<file path="config.mk">
export PLATFORM = sky130hd
export DESIGN_NAME = apple_place
export DESIGN_NICKNAME = d
export VERILOG_FILES = /design/src/rtl/apple_place.sv
export SDC_FILE = /design/constraint.sdc
export NUM_CORES = 1
export LEC_CHECK = 0
export BUFFER_PORTS_ARGS = -buffer_cell sky130_fd_sc_hd__buf_2
export CORE_MARGIN = 3
export CORE_UTILIZATION = 40
export CTS_CLUSTER_SIZE = 12
export DETAILED_ROUTE_END_ITERATION = 8
export PLACE_DENSITY = 0.58
export SKIP_CTS_REPAIR_TIMING = 1
export SYNTH_ARGS = -nofsm -noshare
export SYNTH_HDL_FRONTEND = slang
export SYNTH_SLANG_ARGS = --single-unit
</file>
<file path="constraint.sdc">
create_clock -name clk -period 6.3 [get_ports clk]
set_input_delay 0.945 -clock clk [delete_from_list [all_inputs] [get_ports clk]]
set_output_delay 0.945 -clock clk [all_outputs]
set_load 0.01 [all_outputs]
</file>
<file path="src/rtl/apple_place.sv">
// Picks a pseudo-random empty cell of a snapshot of the game field:
// an LFSR value reduced modulo the empty-cell count selects which empty cell a linear scan stops on.
module apple_place #(
    parameter int SIZE_X     = 10,
    parameter int SIZE_Y     = 10,
    parameter int FIELD_SIZE = SIZE_X * SIZE_Y * 2
) (
    input  logic                  clk,
    input  logic                  rst,
    input  logic                  start,
    input  logic [FIELD_SIZE-1:0] field,
    input  logic [15:0]           empty_cells,
    output logic                  busy,
    output logic                  done,
    output logic                  no_space,
    output logic                  apple_valid,
    output logic [7:0]            apple_x,
    output logic [7:0]            apple_y
);

    localparam int          N        = SIZE_X * SIZE_Y;
    localparam logic [15:0] LAST_IDX = 16'(N - 1);
    localparam logic [7:0]  LAST_X   = 8'(SIZE_X - 1);

    typedef enum logic [1:0] {
        IDLE = 2'd0,
        MOD  = 2'd1,
        SCAN = 2'd2,
        DONE = 2'd3
    } state_t;

    state_t state;
    state_t state_next;

    logic [15:0]           lfsr;
    logic [FIELD_SIZE-1:0] snap;
    logic [15:0]           divisor;
    logic [15:0]           dividend;
    logic [16:0]           rem;
    logic [3:0]            bit_cnt;
    logic [15:0]           idx;
    logic [15:0]           k;
    logic [7:0]            x_cnt;
    logic [7:0]            y_cnt;

    logic [16:0] rem_shift;
    logic        rem_ge;
    logic        cell_empty;
    logic        scan_match;
    logic        scan_last;

    // Free-running source of randomness; only reset stops it.
    always_ff @(posedge clk) begin
        if (rst) begin
            lfsr <= 16'hACE1;
        end else begin
            lfsr <= {lfsr[14:0], lfsr[15] ^ lfsr[13] ^ lfsr[12] ^ lfsr[10]};
        end
    end

    // Restoring division step: shift in the next dividend bit MSB first.
    always_comb begin
        rem_shift = {rem[15:0], dividend[15]};
        rem_ge    = (rem_shift >= {1'b0, divisor});
    end

    // The snapshot shifts right by one cell per SCAN cycle, so bits [1:0] are always cell idx.
    always_comb begin
        cell_empty = (snap[1:0] == 2'b00);
        scan_match = cell_empty && ({1'b0, k} == rem);
        scan_last  = (idx == LAST_IDX);
    end

    // start/busy handshake: start is a one-cycle strobe, accepted only in IDLE (busy low);
    // a strobe while busy is dropped, never queued. done pulses once per accepted request.
    always_comb begin
        state_next = state;
        case (state)
            IDLE: begin
                if (start) begin
                    state_next = (empty_cells == 16'd0) ? DONE : MOD;
                end
            end
            MOD: begin
                if (bit_cnt == 4'd15) begin
                    state_next = SCAN;
                end
            end
            SCAN: begin
                if (scan_match || scan_last) begin
                    state_next = DONE;
                end
            end
            DONE:    state_next = IDLE;
            default: state_next = IDLE;
        endcase
    end

    always_ff @(posedge clk) begin
        if (rst) begin
            state <= IDLE;
        end else begin
            state <= state_next;
        end
    end

    // busy and done are registered copies of the state being entered.
    always_ff @(posedge clk) begin
        if (rst) begin
            busy <= 1'b0;
            done <= 1'b0;
        end else begin
            busy <= (state_next != IDLE);
            done <= (state_next == DONE);
        end
    end

    always_ff @(posedge clk) begin
        if (rst) begin
            snap        <= '0;
            divisor     <= '0;
            dividend    <= '0;
            rem         <= '0;
            bit_cnt     <= '0;
            idx         <= '0;
            k           <= '0;
            x_cnt       <= '0;
            y_cnt       <= '0;
            no_space    <= 1'b0;
            apple_valid <= 1'b0;
            apple_x     <= '0;
            apple_y     <= '0;
        end else begin
            case (state)
                IDLE: begin
                    if (start) begin
                        snap     <= field;
                        divisor  <= empty_cells;
                        dividend <= lfsr;
                        rem      <= '0;
                        bit_cnt  <= '0;
                        idx      <= '0;
                        k        <= '0;
                        x_cnt    <= '0;
                        y_cnt    <= '0;
                        if (empty_cells == 16'd0) begin
                            no_space    <= 1'b1;
                            apple_valid <= 1'b0;
                        end
                    end
                end
                MOD: begin
                    rem      <= rem_ge ? (rem_shift - {1'b0, divisor}) : rem_shift;
                    dividend <= {dividend[14:0], 1'b0};
                    bit_cnt  <= bit_cnt + 4'd1;
                end
                SCAN: begin
                    if (scan_match) begin
                        apple_x     <= x_cnt;
                        apple_y     <= y_cnt;
                        apple_valid <= 1'b1;
                        no_space    <= 1'b0;
                    end else if (scan_last) begin
                        // A count inconsistent with the field ends here at worst.
                        apple_valid <= 1'b0;
                        no_space    <= 1'b1;
                    end else begin
                        snap <= snap >> 2;
                        idx  <= idx + 16'd1;
                        k    <= k + {15'd0, cell_empty};
                        if (x_cnt == LAST_X) begin
                            x_cnt <= '0;
                            y_cnt <= y_cnt + 8'd1;
                        end else begin
                            x_cnt <= x_cnt + 8'd1;
                        end
                    end
                end
                default: begin
                end
            endcase
        end
    end

endmodule

</file>
==> impl_metrics.py, run 1 <==
metrics = {
    "grt": {
        "grtUsageMet1": 0.259,
        "antenna_found_initial": 2,
        "grt_pass1_vias": 12800,
        "busiest_layer": "met2",
        "grt_max_degree": 139,
        "overflow": 0,
        "use_met3": 0.0441,
        "grt.total_usage": 0.187,
        "grt_pass1_wl_um": 65000,
        "grtUsageMet2": 0.292,
    },
    "drt": {
        "via_per_inst": 5.27,
        "drc": 0,
        "via_count": 13800,
        "firstDrtPassIters": 5,
        "wl_um": 40100,
        "wire_per_inst_um": 15.2,
        "drtAntennaViolNets": 0,
        "drt_iter0_markers": 868,
    },
    "cts": {
        "clock_latency_ns": 0.55,
        "cts-root-buf": "clkbuf_16",
        "cts_buffer_depth": 3,
        "clkSinkCount": 339,
        "tritoncts": "done",
        "cts_buffers": 39,
        "clkTransAtPathRegs_ns": 0.06,
        "htree_num_levels": 2,
    },
    "yosys": {
        "netlist-cell-type-count": 63,
        "synth-main-ff-cell": "dfxtp_1",
        "ys_seq_area_frac": 0.439,
        "avgSynthCellArea_um2": 7.91,
        "synth_area_leader_cell": "dfxtp_1",
        "syn_inst": 1953,
        "ys_warn_count": 0,
        "synth_edf_count": 0,
        "netlist_top_cells_area": "dfxtp_1 44%, nand2_1 11%, a311oi_1 11%",
        "ys_ff_latch": 339,
        "syn_nets": 2196,
        "syn_area_um2": 15500,
        "synth_top_area_share": 0.439,
        "async_reset_ff_frac": 0,
    },
    "final_layout": {
        "layout_common_cells": "469 x nand2_1, 339 x dfxtp_1, 327 x nor2_1",
        "num-fill-cells": 3792,
        "final_layout_size_suffix_gt1_frac": 0.160,
        "final_common_cell": "nand2_1",
        "area_delta_synth_final_pct": 17.0,
        "finish.utilization": 0.478,
        "nets": 2335,
    },
    "floorplan": {
        "io_pins": 239,
        "fp.dieW_um": 203,
        "die_area_um2": 41000,
        "die_y_um": 203,
        "start_util": 0.408,
        "core-area_um2": 37800,
        "row_count": 71,
    },
    "setup_path": {
        "arrival_ns": 3.68,
        "end_kind": "flop",
        "required_ns": 6.74,
        "cp-start-kind": "flop",
        "path_max_fanout": 105,
        "critical_path_class": "flop to flop",
    },
    "sta": {
        "setup_violations": 0,
        "hold_violations": 0,
        "max_freq_ghz": 0.309,
        "worst_slack_ns": 3.06,
        "fin_crit_sh": 0.514,
        "grt_setup_unrepaired": "no",
        "worst_slew_pin_slew_ns": 1.12,
        "fin_crit_ns": 3.24,
        "setup_tns_ns": 0,
        "final-max-slew-violation-count": 0,
        "slew_headroom": 0.254,
        "fin_skew_ns": 0.0198,
    },
    "power": {
        "p_leak_nw": 7.51,
        "clkPwrFrac": 0.303,
        "vdd_ir_drop_max_uv": 226,
        "p_comb_frac": 0.329,
        "power.internal_w": 0.00489,
        "p_sw_frac": 0.344,
        "p_total_w": 0.00745,
        "p_sw_w": 0.00256,
        "p_seq_frac": 0.368,
        "pwr_density_cell_nw_per_um2": 412,
    },
    "place": {
        "place_ws_ns": 2.73,
        "hpwl_um": 26100,
        "io_buffers": 238,
        "routabilityCongestion": 0.811,
    },
    "worst_hold_path": {
        "hold_class": "flop to flop",
    },
    "job": {
        "cap_violations": 0,
    },
    "status": {
        "status": "complete, no violations",
    },
}
flip-flops by register name, summed over array words and instances (netlist names):
name,count
divisor,16
k,16
done,1
no_space,1
busy,1
rem,17
apple_valid,1
lfsr,16
state,2
dividend,16
y_cnt,8
apple_x,8
idx,16
snap,200
bit_cnt,4
x_cnt,8
apple_y,8
per-stage QoR:
| stage | instance area (um2) | instances | hold WS (ns) |
|---|---|---|---|
| finish | 18100 | 2629 | 0.448 |
| global route | 18100 | 2628 | 0.476 |
| CTS | 18100 | 2628 | 0.453 |
| detailed placement | 16800 | 2562 | 0.435 |
| global placement | 16800 | 2562 | 0.428 |
| floorplan | 15500 | 1953 | 0.416 |
final timing paths:
path | from | end | slack, ns | depth (start not counted)
worst max register to register | state[0] | snap[172] | 3.06 | 8
worst min-delay path | lfsr[6] | lfsr[7] | 0.45 | 1
worst min register to register | lfsr[6] | lfsr[7] | 0.45 | 1
worst max-delay path | state[0] | snap[172] | 3.06 | 8
layout make-up:
type,instances,area [um2],share of cell area
Multi-Input combinational cell,1432,7940,0.439
Sequential cell,339,6790,0.375
Timing Repair Buffer,254,1350,0.0745
Clock buffer,57,1160,0.0640
Tap cell,511,639,0.0354
Clock inverter,9,113,0.00623
Inverter,26,97.6,0.00540
Antenna cell,1,2.50,0.000138
cells by family (layout without fill, tap and decap cells):
logic type	Yosys count	after routing	share of synthesized area
AND/OR/NAND/NOR	954	954	0.254
AO/OA/AOI/OAI	361	361	0.182
flip-flops	339	339	0.439
buffers and inverters	182	346	0.0491
XOR/XNOR	63	63	0.0357
multiplexers	30	30	0.0197
adder cells (fa/ha/maj)	24	24	0.0199
other	0	1	0
critical path: stages (launching register included):
cell and delay, ns:
dfxtp_1 0.29, buf_4 0.23, nand2b_4 0.47, nor2_1 0.26
o21ai_2 0.12, nand2_4 0.75, buf_4 0.54, nor2_1 0.07
a311oi_1 0.26
power groups by stage:
stage	clock, W	combinational [W]	sequential, W
finish	0.00225	0.00245	0.00274
global placement	0	0.00241	0.00278
global route	0.00241	0.00277	0.00278
floorplan	0	0.00205	0.00272
CTS	0.00232	0.00245	0.00274
detailed placement	0	0.00244	0.00278
cell usage after synthesis, drive strengths merged, types with 23 or more instances:
cell	count
a21oi	59
a311oi	199
buf	53
clkbuf	103
dfxtp	339
ha	23
inv	26
mux2i	27
nand2	470
nand3	28
nor2	327
nor2b	30
nor3	26
o21ai	28
xnor2	39
xor2	24
routing by layer:
metal / vias up / part of all wire
met5: - / 0.00017
met4: 2 / 0.026
met3: 65 / 0.059
met2: 309 / 0.44
met1: 6414 / 0.47
li1: 7057 / -
(Power assumes the default switching activity.)
==> run 2, diff against run 1 <==
--- a/config.mk
+++ b/config.mk
@@ -10,7 +10,7 @@
 export CORE_UTILIZATION = 40
 export CTS_CLUSTER_SIZE = 12
 export DETAILED_ROUTE_END_ITERATION = 8
-export PLACE_DENSITY = 0.58
+export PLACE_DENSITY = 0.6
 export SKIP_CTS_REPAIR_TIMING = 1
 export SYNTH_ARGS = -nofsm -noshare
 export SYNTH_HDL_FRONTEND = slang
==> constraint.sdc (replaced) <==
create_clock -name clk -period 2.9 [get_ports clk]
set_input_delay 0.435 -clock clk [delete_from_list [all_inputs] [get_ports clk]]
set_output_delay 0.435 -clock clk [all_outputs]
set_load 0.01 [all_outputs]
==> impl_metrics.py, run 2 (synthesis results as in run 1) <==
metrics = {
    "status": {
        "status": "complete, no violations",
    },
    "floorplan": {
        "start_util": 0.408,
        "row_count": 71,
        "die_area_um2": 41000,
        "fp.dieW_um": 203,
        "die_y_um": 203,
        "io_pins": 239,
        "core-area_um2": 37800,
    },
    "final_layout": {
        "nets": 2343,
        "num-fill-cells": 3787,
        "layout_common_cells": "469 x nand2_1, 339 x dfxtp_1, 327 x nor2_1",
        "area_delta_synth_final_pct": 18.2,
        "top_regs": "snap: 200 flops, rem: 17 flops",
        "regMostFlops": "snap",
        "multi_input_area_um2": 7940,
        "final_common_cell": "nand2_1",
        "final_layout_size_suffix_gt1_frac": 0.167,
        "seqCellArea_um2": 6790,
        "largest_reg_flops": 200,
    },
    "setup_path": {
        "cpPeakStageDelay_ns": 0.57,
        "end_kind": "flop",
        "cp_num_buf_inv": 1,
        "arrival_ns": 3.11,
        "slowest_stage": "o41a_2",
        "critical_path_class": "flop to flop",
        "worst-path-stages": 9,
        "r2r_cells": 9,
        "cp-start-kind": "flop",
        "path_cells": "inv_1, ha_1, and2b_1, o2111ai_1, nand4_1, a31oi_1, o41a_2, or4_1, nand3_1",
        "required_ns": 3.37,
        "r2r_end": "rem[4]",
        "rr_startpoint": "divisor[1]",
        "cp_top_family": "simple AND/OR/NAND/NOR gates",
        "path_max_fanout": 10,
        "crit_path_start": "divisor[1]",
        "reg2reg_slack_ns": 0.26,
        "endpoint": "rem[4]",
    },
    "sta": {
        "grt_setup_unrepaired": "no",
        "fin_crit_sh": 0.911,
        "setup_violations": 0,
        "max_freq_ghz": 0.378,
        "fin_crit_ns": 2.64,
        "final-max-slew-violation-count": 0,
        "setup_tns_ns": 0,
        "hold_violations": 0,
        "slew_headroom": 0.267,
        "worst_slew_pin_slew_ns": 1.10,
        "fin_skew_ns": 0.0142,
    },
    "place": {
        "io_buffers": 238,
        "routabilityCongestion": 0.863,
        "hpwl_um": 26500,
    },
    "grt": {
        "antenna_found_initial": 19,
        "grt_pass1_wl_um": 65500,
        "grt.total_usage": 0.188,
        "grt_max_degree": 227,
        "overflow": 0,
        "grt_pass1_vias": 13100,
    },
    "drt": {
        "drt_iter0_markers": 893,
        "via_per_inst": 5.31,
        "firstDrtPassIters": 5,
        "via_count": 14100,
        "drc": 0,
        "wl_um": 40400,
        "wire_per_inst_um": 15.2,
        "drtAntennaViolNets": 0,
    },
    "power": {
        "p_total_w": 0.0166,
        "p_leak_nw": 7.59,
        "p_sw_frac": 0.342,
        "clkPwrFrac": 0.303,
        "p_comb_frac": 0.338,
        "p_sw_w": 0.00567,
        "p_seq_frac": 0.359,
        "vdd_ir_drop_max_uv": 463,
        "power.internal_w": 0.0109,
        "pwr_density_cell_nw_per_um2": 907,
    },
    "cts": {
        "htree_num_levels": 2,
        "cts_buffer_depth": 3,
        "cts-root-buf": "clkbuf_16",
        "clkSinkCount": 339,
        "clkTransAtPathRegs_ns": 0.06,
        "cts_buffers": 40,
        "tritoncts": "done",
        "clock_latency_ns": 0.53,
    },
    "worst_hold_path": {
        "hold_class": "primary input to flop",
    },
    "job": {
        "cap_violations": 0,
    },
}
[run 2: cell types whose count changed in the layout (fill, tap and decap cells not counted), sizes merged]
| cell | delta |
|---|---|
| inv | -1 |
| clkinvlp | +1 |
| diode | +9 |
| buf | +7 |
| clkinv | +6 |
[run 2: layout make-up]
class	instances	share of cell area
Antenna cell	10	0.00137
Clock buffer	57	0.0650
Clock inverter	15	0.00795
Inverter	26	0.00534
Multi-Input combinational cell	1432	0.434
Sequential cell	339	0.372
Tap cell	511	0.0350
Timing Repair Buffer	261	0.0793
[run 2: worst register-to-register path, stage by stage, from the launching register on]
cell and delay, ns:
dfxtp_1 0.37, inv_1 0.06, ha_1 0.30, and2b_1 0.17, o2111ai_1 0.17, nand4_1 0.19
a31oi_1 0.13, o41a_2 0.57, or4_1 0.54, nand3_1 0.08
[run 2: per-stage QoR]
| stage | cell area (um2) | util | hold slack, ns | setup slack [ns] | instances |
|---|---|---|---|---|---|
| finish | 18300 | 0.483 | 0.162 | 0.257 | 2651 |
| global route | 18300 | 0.483 | 0.146 | 0.0800 | 2651 |
| CTS | 18200 | 0.482 | 0.136 | 0.150 | 2641 |
| detailed placement | 16900 | 0.447 | 0.429 | 0.170 | 2569 |
| global placement | 16900 | 0.447 | 0.426 | 0.264 | 2569 |
| floorplan | 15500 | - | 0.416 | 0.566 | 1953 |
[run 2: power groups by stage]
stage,registers [W],clock network (W),logic (W)
finish,0.00595,0.00502,0.00561
global route,0.00605,0.00535,0.00627
CTS,0.00595,0.00516,0.00559
detailed placement,0.00604,0,0.00557
global placement,0.00602,0,0.00545
floorplan,0.00590,0,0.00446
[run 2: worst min path at each step]
stage | startpoint | end | slack [ns] | cells after the start
2_1_floorplan | rem[16] | rem[16] | 0.42 | 2
3_3_place_gp | lfsr[14] | lfsr[15] | 0.43 | 1
3_5_place_dp | lfsr[14] | lfsr[15] | 0.43 | 1
4_1_cts | field[169] | snap[169] | 0.14 | 3
5_1_grt | field[107] | snap[107] | 0.15 | 3
6_report | field[169] | snap[169] | 0.16 | 3
[run 2: layer usage]
layer | share of wire | track usage
met2 | 0.46 | 0.298
met1 | 0.45 | 0.247
met4 | 0.032 | 0.0688
met5 | 0.0023 | 0
met3 | 0.053 | 0.0475
==> run 3, diff against run 2 <==
--- a/config.mk
+++ b/config.mk
@@ -5,12 +5,13 @@
 export SDC_FILE = /design/constraint.sdc
 export NUM_CORES = 1
 export LEC_CHECK = 0
+export ABC_AREA = 1
 export BUFFER_PORTS_ARGS = -buffer_cell sky130_fd_sc_hd__buf_2
 export CORE_MARGIN = 3
 export CORE_UTILIZATION = 40
 export CTS_CLUSTER_SIZE = 12
 export DETAILED_ROUTE_END_ITERATION = 8
-export PLACE_DENSITY = 0.6
+export PLACE_DENSITY = 0.59
 export SKIP_CTS_REPAIR_TIMING = 1
 export SYNTH_ARGS = -nofsm -noshare
 export SYNTH_HDL_FRONTEND = slang
==> impl_metrics.py, run 3 <==
metrics = {
    "status": {
        "status": "complete, no violations",
    },
    "yosys": {
        "async_reset_ff_frac": 0,
        "avgSynthCellArea_um2": 6.89,
        "synth.most_common_cell": "nor2_1",
        "synth_top_area_share": 0.398,
        "syn_inst": 2476,
        "ys_ff_latch": 339,
        "netlist_top_cells_area": "dfxtp_1 40%, nor2_1 16%, o21a_1 8.7%",
        "syn_nets": 2719,
        "synth_area_leader_cell": "dfxtp_1",
        "ys_seq_area_frac": 0.398,
        "synth_edf_count": 0,
        "netlist-cell-type-count": 40,
        "yosys-top-cells-count": "708 x nor2_1, 339 x dfxtp_1, 282 x nand2_1",
        "synth-main-ff-cell": "dfxtp_1",
        "syn_area_um2": 17100,
        "ys_warn_count": 0,
    },
    "setup_path": {
        "cp_top_family": "simple AND/OR/NAND/NOR gates",
        "worst-path-stages": 9,
        "r2r_cells": 9,
        "slowest_stage": "dfxtp_1",
        "reg2reg_slack_ns": 0.41,
        "arrival_ns": 2.94,
        "required_ns": 3.34,
        "rr_startpoint": "k[13]",
        "crit_path_start": "k[13]",
        "crit_path_frequent_cell": "nor2_1",
        "cpPeakStageDelay_ns": 0.48,
        "critical_path_class": "flop to flop",
        "endpoint": "snap[114]",
        "cp-start-kind": "flop",
        "r2r_end": "snap[114]",
        "path_cells": "xnor2_1, nand2_1, nor2_1, nand3_2, nand2_2, nand2_8, buf_12, o21ai_0, nor2_1",
        "cp_num_buf_inv": 1,
        "end_kind": "flop",
        "path_max_fanout": 129,
    },
    "worst_hold_path": {
        "whs_path_depth": 3,
        "min_from": "empty_cells[7]",
        "hold_class": "primary input to flop",
    },
    "grt": {
        "grt_pass1_wl_um": 74400,
        "grt_max_degree": 208,
        "grt_pass1_vias": 15000,
        "antenna_found_initial": 3,
        "grt.total_usage": 0.198,
        "overflow": 0,
    },
    "power": {
        "vdd_ir_drop_max_uv": 365,
        "pwr_density_cell_nw_per_um2": 704,
        "p_leak_nw": 8.91,
        "p_total_w": 0.0139,
    },
    "sta": {
        "hold_violations": 0,
        "final-max-slew-violation-count": 0,
        "worst_slack_ns": 0.409,
        "worst_slew_pin_slew_ns": 0.996,
        "fin_crit_sh": 0.859,
        "fin_skew_ns": 0.0220,
        "slew_headroom": 0.336,
        "grt_setup_unrepaired": "no",
        "fin_crit_ns": 2.49,
        "max_freq_ghz": 0.401,
        "setup_violations": 0,
        "setup_tns_ns": 0,
        "hold_ws_ns": 0.127,
    },
    "final_layout": {
        "layout_common_cells": "706 x nor2_1, 339 x dfxtp_1, 282 x nand2_1",
        "area_delta_synth_final_pct": 16.2,
        "num-fill-cells": 4349,
        "final_layout_size_suffix_gt1_frac": 0.130,
        "nets": 2867,
        "top_regs": "snap: 200 flops, rem: 17 flops",
        "final_common_cell": "nor2_1",
        "fin_cells": 3196,
        "largest_reg_flops": 200,
        "regMostFlops": "snap",
    },
    "drt": {
        "via_count": 16100,
        "wire_per_inst_um": 14.4,
        "firstDrtPassIters": 5,
        "drt_iter0_markers": 1116,
        "drtAntennaViolNets": 0,
        "drc": 0,
        "wl_um": 45900,
        "via_per_inst": 5.02,
    },
    "place": {
        "io_buffers": 238,
        "place_ws_ns": 0.297,
        "dpl.cell_count": 3119,
        "routabilityCongestion": 0.878,
        "hpwl_um": 29900,
    },
    "floorplan": {
        "io_pins": 239,
        "fp.dieW_um": 213,
        "core-area_um2": 42000,
        "row_count": 75,
        "die_area_um2": 45200,
        "start_util": 0.406,
        "die_y_um": 213,
    },
    "cts": {
        "clock_latency_ns": 0.56,
        "htree_num_levels": 2,
        "cts_buffers": 42,
        "tritoncts": "done",
        "cts-root-buf": "clkbuf_16",
        "cts_buffer_depth": 3,
        "clkSinkCount": 339,
        "clkTransAtPathRegs_ns": 0.06,
    },
    "job": {
        "cap_violations": 0,
    },
}
==> run 3: cell types whose count changed after synthesis, sizes merged, moves of 12 or more <==
cell,delta
and3,-12
xnor2,-31
a211oi,-18
a21oi,+58
o21ai,+222
nor2b,-30
nand4,+15
o21a,+192
nor2,+384
nand3,+86
inv,+139
nand2,-185
a311oi,-199
mux2i,-27
==> run 3: per-stage QoR <==
| step | util | area (um2) |
|---|---|---|
| 2_1_floorplan | - | 17100 |
| 3_3_place_gp | 0.437 | 18400 |
| 3_5_place_dp | 0.437 | 18400 |
| 4_1_cts | 0.471 | 19800 |
| 5_1_grt | 0.471 | 19800 |
| 6_report | 0.471 | 19800 |
==> run 3: how the worst min path moves through the flow <==
| stage | endpoint | slack [ns] |
|---|---|---|
| detailed placement | lfsr[6] | 0.40 |
| finish | divisor[7] | 0.13 |
| global placement | lfsr[7] | 0.40 |
| global route | snap[198] | 0.14 |
| floorplan | lfsr[5] | 0.39 |
| CTS | divisor[7] | 0.10 |
==> run 3: logic make-up after synthesis <==
logic type,share of synthesized area
adder cells (fa/ha/maj),0.0180
AO/OA/AOI/OAI,0.202
XOR/XNOR,0.0200
buffers and inverters,0.0849
AND/OR/NAND/NOR,0.277
flip-flops,0.398
==> run 3: worst min-delay path: stages <==
cell and delay (ns):
buf_2 0.07, inv_1 0.04, a21oi_1 0.10
==> run 3: power by group <==
group / switching, W / internal [W]
registers: 0.000233 / 0.00501
logic: 0.00205 / 0.00119
clock network: 0.00208 / 0.00338
total: 0.00436 / 0.00958
==> run 3: layout make-up <==
cell class	instances	area (um2)	share of cell area
well taps	539	674	0.0340
flip-flops and latches	339	6790	0.342
inverters	166	633	0.0319
clock inverters	14	218	0.0110
multi-input cells	1816	8840	0.446
repair buffers	259	1440	0.0725
clock buffers	61	1220	0.0617
diodes	2	5.00	0.000253
==> run 3: layer usage <==
layer  vias to the layer above  global-route usage  part of all wire
li1                       8345                   -                 -
met1                      7273               0.275              0.48
met2                       350               0.314              0.45
met3                        81              0.0323             0.047
met4                         2              0.0638             0.024
met5                         -                   0           0.00028
